## src/rtl/program_loader.sv

```systemverilog
// program_loader: boot-time loader between a byte stream and the CPU program memory.
// Writes 2^ADDR_W consecutive bytes from address 0, holds the CPU in reset until
// the image is in memory, then releases it and counts run cycles until halt.
// Optional feature macro: PROGRAM_LOADER_CHECKSUM_EN (trailing mod-2^DATA_W checksum byte).
module program_loader #(
    parameter int ADDR_W = 5,
    parameter int DATA_W = 8,
    parameter int CNT_W  = 16
) (
    input  logic              clk,
    input  logic              rst,
    input  logic              start,
    input  logic              in_valid,
    input  logic [DATA_W-1:0] in_data,
    output logic              in_ready,
    output logic [ADDR_W-1:0] mem_addr,
    output logic [DATA_W-1:0] mem_data,
    output logic              mem_wr,
    output logic              cpu_rst,
    input  logic              cpu_halt,
    output logic              load_done,
    output logic              load_err,
    output logic [CNT_W-1:0]  run_cycles
);

`ifdef PROGRAM_LOADER_CHECKSUM_EN
    typedef enum logic [2:0] {
        S_IDLE, S_LOAD, S_CHECK, S_SETTLE, S_RUN, S_HALTED, S_ERROR
    } state_t;
`else
    typedef enum logic [2:0] {
        S_IDLE, S_LOAD, S_SETTLE, S_RUN, S_HALTED
    } state_t;
`endif

    state_t            state_q, state_d;
    logic [ADDR_W-1:0] cnt_q, cnt_d;
    logic [ADDR_W-1:0] mem_addr_q, mem_addr_d;
    logic [DATA_W-1:0] mem_data_q, mem_data_d;
    logic              mem_wr_q, mem_wr_d;
    logic [CNT_W-1:0]  run_cycles_q, run_cycles_d;
    logic              beat;
    logic              go_load;
`ifdef PROGRAM_LOADER_CHECKSUM_EN
    logic [DATA_W-1:0] sum_q, sum_d;
    logic [DATA_W-1:0] sum_next;
`endif

    // State-only decodes keep cpu_rst / load_done / in_ready glitch-free.
`ifdef PROGRAM_LOADER_CHECKSUM_EN
    assign in_ready = (state_q == S_LOAD) || (state_q == S_CHECK);
    assign load_err = (state_q == S_ERROR);
`else
    assign in_ready = (state_q == S_LOAD);
    assign load_err = 1'b0;
`endif
    assign load_done  = (state_q == S_RUN) || (state_q == S_HALTED);
    assign cpu_rst    = !load_done;
    assign beat       = in_valid && in_ready;
    assign mem_addr   = mem_addr_q;
    assign mem_data   = mem_data_q;
    assign mem_wr     = mem_wr_q;
    assign run_cycles = run_cycles_q;

    // Next-state, write-port and run-counter logic.
    always_comb begin
        state_d      = state_q;
        cnt_d        = cnt_q;
        mem_addr_d   = mem_addr_q;
        mem_data_d   = mem_data_q;
        mem_wr_d     = 1'b0;
        run_cycles_d = run_cycles_q;
        go_load      = 1'b0;
`ifdef PROGRAM_LOADER_CHECKSUM_EN
        sum_d        = sum_q;
        sum_next     = sum_q + in_data;
`endif
        case (state_q)
            S_IDLE: begin
                if (start) go_load = 1'b1;
            end
            S_LOAD: begin
                if (beat) begin
                    mem_addr_d = cnt_q;
                    mem_data_d = in_data;
                    mem_wr_d   = 1'b1;
                    cnt_d      = cnt_q + 1'b1;
`ifdef PROGRAM_LOADER_CHECKSUM_EN
                    sum_d      = sum_next;
                    if (cnt_q == '1) state_d = S_CHECK;
`else
                    if (cnt_q == '1) state_d = S_SETTLE;
`endif
                end
            end
`ifdef PROGRAM_LOADER_CHECKSUM_EN
            S_CHECK: begin
                // The checksum byte is consumed but never written to memory.
                if (beat) state_d = (sum_next == '0) ? S_SETTLE : S_ERROR;
            end
            S_ERROR: begin
                if (start) go_load = 1'b1;
            end
`endif
            S_SETTLE: begin
                state_d = S_RUN;
            end
            S_RUN: begin
                // A restart takes priority over a simultaneous halt.
                if (start) begin
                    go_load = 1'b1;
                end else begin
                    if (run_cycles_q != '1) run_cycles_d = run_cycles_q + 1'b1;
                    if (cpu_halt) state_d = S_HALTED;
                end
            end
            S_HALTED: begin
                if (start) go_load = 1'b1;
            end
            default: begin
                state_d = S_IDLE;
            end
        endcase
        if (go_load) begin
            state_d      = S_LOAD;
            cnt_d        = '0;
            run_cycles_d = '0;
`ifdef PROGRAM_LOADER_CHECKSUM_EN
            sum_d        = '0;
`endif
        end
    end

    // State and datapath registers, asynchronously reset.
    always_ff @(posedge clk or posedge rst) begin
        if (rst) begin
            state_q      <= S_IDLE;
            cnt_q        <= '0;
            mem_addr_q   <= '0;
            mem_data_q   <= '0;
            mem_wr_q     <= 1'b0;
            run_cycles_q <= '0;
`ifdef PROGRAM_LOADER_CHECKSUM_EN
            sum_q        <= '0;
`endif
        end else begin
            state_q      <= state_d;
            cnt_q        <= cnt_d;
            mem_addr_q   <= mem_addr_d;
            mem_data_q   <= mem_data_d;
            mem_wr_q     <= mem_wr_d;
            run_cycles_q <= run_cycles_d;
`ifdef PROGRAM_LOADER_CHECKSUM_EN
            sum_q        <= sum_d;
`endif
        end
    end

endmodule
```

## config.mk

```make
export PLATFORM = sky130hd
export DESIGN_NAME = program_loader
export DESIGN_NICKNAME = d
export VERILOG_FILES = /design/src/rtl/program_loader.sv
export SDC_FILE = /design/constraint.sdc
export NUM_CORES = 1
export LEC_CHECK = 0
export BUFFER_PORTS_ARGS = -buffer_cell sky130_fd_sc_hd__buf_4
export CAP_MARGIN = 20
export CORE_MARGIN = 1
export CORE_UTILIZATION = 45
export CTS_BUF_LIST = sky130_fd_sc_hd__clkbuf_4 sky130_fd_sc_hd__clkbuf_8 sky130_fd_sc_hd__clkbuf_16
export DETAILED_ROUTE_END_ITERATION = 8
export MAX_ROUTING_LAYER = met4
export PLACE_DENSITY = 0.69
export SYNTH_ARGS = -nofsm -noshare
export SYNTH_HDL_FRONTEND = slang
export SYNTH_SLANG_ARGS = --single-unit
```

## constraint.sdc

```tcl
create_clock -name clk -period 2.85 [get_ports clk]
set_clock_uncertainty 0.2 [all_clocks]
set_input_delay 0.285 -clock clk [delete_from_list [all_inputs] [get_ports clk]]
set_output_delay 0.285 -clock clk [all_outputs]
set_load 0.02 [all_outputs]
```

## Word level (Yosys, flattened, before mapping)

Cells that the tools add are included.

| storage, ports and cells | value |
|---|---|
| flip-flop bits (word level) | 38 |
| input port bits | 13 |
| output and inout port bits | 34 |
| word-level logic and storage cells | 51 |

| operators by class | value |
|---|---|
| $add $sub $neg | 2 |
| equal/unequal tests | 12 |
| muxes and demuxes | 17 |
| reduce and logical (&&, ||, !) cells | 14 |

Operator list:

| operator | number |
|---|---|
| 16-bit 2-to-1 mux | 4 |
| 16-bit by 1-bit adder with 16-bit output, second input constant | 1 |
| 16-bit != test, second input constant | 1 |
| 3-bit 2-to-1 mux | 5 |
| 5-bit 2-to-1 mux | 3 |
| 3-bit case mux with 4 select lines | 1 |
| 2-bit nonzero test | 4 |
| 3-bit by 2-bit == test with 1-bit output, second input constant | 2 |
| 3-bit by 1-bit != test with 1-bit output, second input constant | 2 |
| 3-bit != test, second input constant | 2 |
| 5-bit by 1-bit adder with 5-bit output, second input constant | 1 |
| 5-bit == test, second input constant | 1 |
| 5-bit AND reduction | 1 |
| 1-bit 2-to-1 mux | 4 |
| 2-bit by 1-bit != test with 1-bit output, second input constant | 2 |
| 2-bit AND reduction | 2 |
| 3-bit by 1-bit == test with 1-bit output, second input constant | 1 |
| 3-bit == test, second input constant | 1 |
| 3-bit logical NOT | 1 |
| 3-bit AND reduction | 1 |
| 3-bit OR reduction | 1 |
| 2-bit OR reduction | 1 |
| 1-bit logical AND | 1 |
| 1-bit logical NOT | 1 |
| 1-bit logical OR | 1 |

## Depth between registers and ports, before layout

| depth | value |
|---|---|
| depth after elaboration | 5 |
| depth in mapped cells | 7 |
| mapped depth without buffers | 7 |

## Least setup slack after synthesis

Ideal clock, no wire load.

| timing path | value |
|---|---|
| path type | reg2reg |
| start point | reg run_cycles_q[0] (netlist: run_cycles[0]) |
| end point | reg run_cycles_q[12] (netlist: run_cycles[12]) |
| setup time | 0.135 ns |
| arrival | 1.720 ns |
| required time | 2.515 ns |
| slack | 0.795 ns |
| cell stages (with the launch flop) | 6 |
| path buffers | 0 |
| clock period less this slack | 2.055 ns |
| path through | dfrtp_1 ha_1 and4_1 o211ai_1 or4_4 mux2i_1 |

| on the way | value |
|---|---|
| word-level cells in the longest chain between the ends | 5 |
| elaborated cells between the ends (all ways) | 8 |
| those cells by class | add/sub: 1; eq/ne: 1; mux: 4; reduce/logical: 2 |

RTL lines:

| element | line | text |
|---|---|---|
| from (decl) | 41 | `logic [CNT_W-1:0] run_cycles_q, run_cycles_d;` |
| from (signal assigned) | 152 | `run_cycles_q <= run_cycles_d;` |
| 16-bit by 1-bit adder with 16-bit output | 113 | `if (run_cycles_q != '1) run_cycles_d = run_cycles_q + 1'b1;` |
| 16-bit 2-to-1 mux | 113 |  |
| 16-bit 2-to-1 mux | 110 | `if (start) begin` |
| 16-bit 2-to-1 mux | 78 | `case (state_q)` |
| 16-bit 2-to-1 mux | 124 | `if (go_load) begin` |

Several ways; a longest one is shown, not always the timed one. The select of a mux whose other input is x is not followed.
A chain may end at the register's enable or synchronous reset.

## Worst setup path after layout

| timing path | value |
|---|---|
| start point | reg run_cycles_q[0] (netlist: run_cycles[0]) |
| end point | reg run_cycles_q[5] (netlist: run_cycles[5]) |

The elaborated chain is that of the path after synthesis.

==> metrics <==
status completed; fin util between 50% and 60%; Post-Route WL a little under 4 mm; Placer Congestion between 0.8 and 0.9; Nets between 200 and 250; post-DP HPWL 2.88 mm; hold crit path type input pin to register; FP Rows 23; sequential share of the synthesized area 50.9%; Post-synth top flop dfrtp_1; top-count cell post-synth dfrtp_1; Max Cap Viol 0; largest net degree at the start of global routing 23; Rel. slew slack 59.3%; Worst VDD drop roughly 550 uV; sequential power share about two fifths; initial antenna violation count 0; required time of the worst setup path around 2.8 ns; post-CTS setup buffer count 0; switch share ~38%; area added between synthesis and finish 26.8%; worst-skew pair later-pin latency 0.29 ns; Fin. Hold Viols 0; CTS Buf Count 5; io pins 47; Peak Freq roughly 470 MHz; met3 Use GR under 10%; leakage 1.10 nW; Synth area leaders dfrtp_1, mux2_1, a21oi_1, mux2_2, nand2_1; starting DRC count in detailed routing ~140; CTS tree done; die area roughly 4400 um2; pwr dens just under 800 nW/um2; Die Ht between 60 and 70 um; DR pass1 iterations 4; setup TNS 0 ns; worst stage delay on the critical path about 0.45 ns; Total Routing Usage GR a little over a fifth; Worst path top cell family by delay simple AND/OR/NAND/NOR gates; endpoints failing setup 0; top-area cell type share of the netlist area about 50%; initial core utilization between 40% and 50%; Final Critical Period 2.12 ns; GR met1 Demand/Resource 23.0%; fin crit share about three quarters; crit path max fanout 19; wire per inst around 15 um; Final Max Slew Viols 0; Yosys cell types 42; sw power a little over 0.7 mW; core area 4000 um2; nature of the critical path endpoint register; EDFF count, synth 0; syn_area_per_cell 10.9 um2; Die Wd approximately 66 um; Port Buf Inserts 45; mapped cell area 1870 um2; H-tree depth 2; Post-DRT Antenna Nets 0; Reg clk slew, reported paths roughly 0.070 ns; asr flop ratio synth 100%; Syn. warnings 0; Clock Tree Buf Depth 2; commonest cells in the synthesized netlist dfrtp_1, a21oi_1, nand2_1; Critical Path AT between 2 and 2.5 ns; Crit Path Category register to register; slowest CP cell nor4_2; worst slew pin tran 0.609 ns; Synth Register Bits 38; vias in the first global route 1545; Critical Path Start Type register; most used routing layer met2; clk root buf clkbuf_8; # diodes 0; Residual DRC 0; post-synthesis instance total 171; Pint around 1.2 mW; Clk pwr share ~20%; Comb power frac 39.0%; via density per instance 5.68; crit path buf inv count 1; share of cells above drive strength 1 a little under a third; crit-path cells ha_1 > nand4_1 > nor4_2 > buf_4 > o311ai_0 > o41ai_1; area leader, netlist dfrtp_1; first-pass GRT wire length about 6.8 mm; grt met2 use a little under two fifths; RSZ-0062 raised after global routing no; Post-Syn Nets around 190; grt total ovfl 0; Clock Sink Count 38; Vias 1538
flip-flops by register name (all words and copies together) (netlist names):
signal / cells
cnt_q: 5
mem_addr: 5
mem_data: 8
mem_wr: 1
run_cycles: 16
state_q: 3
layout make-up:
type                    count  area [um2]
well taps                  50        62.6
flip-flops and latches     38         951
clock inverters             2        13.8
multi-input cells         120         862
clock buffers               6        76.3
inverters                   4        15.0
fillers                   350        1630
repair buffers             51         388
layer usage:
layer | wire, um | up-vias
met1 | 1630 | 751
met3 | 183 | 7
met2 | 2090 | 42
met5 | 0 | -
met4 | 78 | 0
li1 | - | 738
per-stage QoR:
step	total power, mW	setup slack (ns)	hold WS [ns]	instance area, um2	std cells
after floorplan	1.23	0.795	0.151	1870	171
after global placement	1.49	0.829	0.184	2260	261
after detailed placement	1.52	0.759	0.196	2260	261
after CTS	1.91	0.737	0.00208	2370	271
after global routing	2.00	0.545	0.00321	2370	271
final	1.88	0.730	0.00842	2370	271
final timing paths:
check / end / slack (ns) / depth (start not counted) / startpoint
hold reg to reg: mem_data[3] / 0.29 / 1 / mem_data[3]
hold / removal: mem_data[5] / 0.008 / 2 / in_data[5]
min in group asynchronous: mem_data[0] / 0.44 / 3 / rst
setup reg to reg: run_cycles[5] / 0.73 / 6 / run_cycles[0]
max in group asynchronous: run_cycles[6] / 1.29 / 4 / rst
setup / recovery: run_cycles[5] / 0.73 / 6 / run_cycles[0]
cell families after synthesis:
| logic type | Yosys count | share of synthesized area [%] |
|---|---|---|
| mux | 17 | 9.98 |
| fa+ha+maj | 3 | 2.01 |
| other cells | 1 | 0.201 |
| flops | 38 | 50.9 |
| buf+inv | 13 | 3.75 |
| xor+xnor | 3 | 1.41 |
| simple gates | 59 | 19.2 |
| compound gates | 37 | 12.6 |
power groups by stage:
stage / sequential, mW / clock [mW] / combinational [mW]
after floorplan: 0.865 / 0 / 0.368
after global placement: 0.774 / 0 / 0.719
after detailed placement: 0.788 / 0 / 0.737
after CTS: 0.778 / 0.385 / 0.743
after global routing: 0.799 / 0.406 / 0.795
final: 0.778 / 0.371 / 0.734
layout by cell type (no fill, tap or decap), drive strengths merged:
cell type / synthesis / routed
and3: 2 / 2
conb: 1 / 1
dfrtp: 38 / 38
buf: 8 / 49
xor2: 2 / 2
a22oi: 1 / 1
and4: 4 / 4
clkinv: 0 / 2
o211ai: 1 / 1
mux2i: 4 / 4
a32o: 1 / 1
clkbuf: 1 / 6
a21oi: 13 / 13
and4bb: 1 / 1
or4: 7 / 7
nand3: 5 / 5
nor3b: 1 / 1
nor4bb: 1 / 1
o41ai: 3 / 3
nand4: 6 / 6
ha: 3 / 3
o21ai: 8 / 8
inv: 4 / 4
o31ai: 6 / 6
nand3b: 2 / 2
nor2: 9 / 9
a21o: 1 / 1
nor4: 2 / 2
and3b: 1 / 1
mux2: 13 / 13
nand2: 14 / 14
o311ai: 3 / 3
xnor2: 1 / 1
or3: 4 / 4
dlygate4sd3: 0 / 2
worst reg2reg max path, cell delays in order, from the launching register on:
cell	delay, ns
dfrtp_1	0.42
ha_1	0.24
nand4_1	0.12
nor4_2	0.45
buf_4	0.29
o311ai_0	0.15
o41ai_1	0.11
what timing repair did:
action / CTS / global route
hold endpoints to repair: 17 / 0
hold buffers: 2 / 0
resized for setup: 0 / 0
No activity file was read; power rests on OpenSTA's default activity.
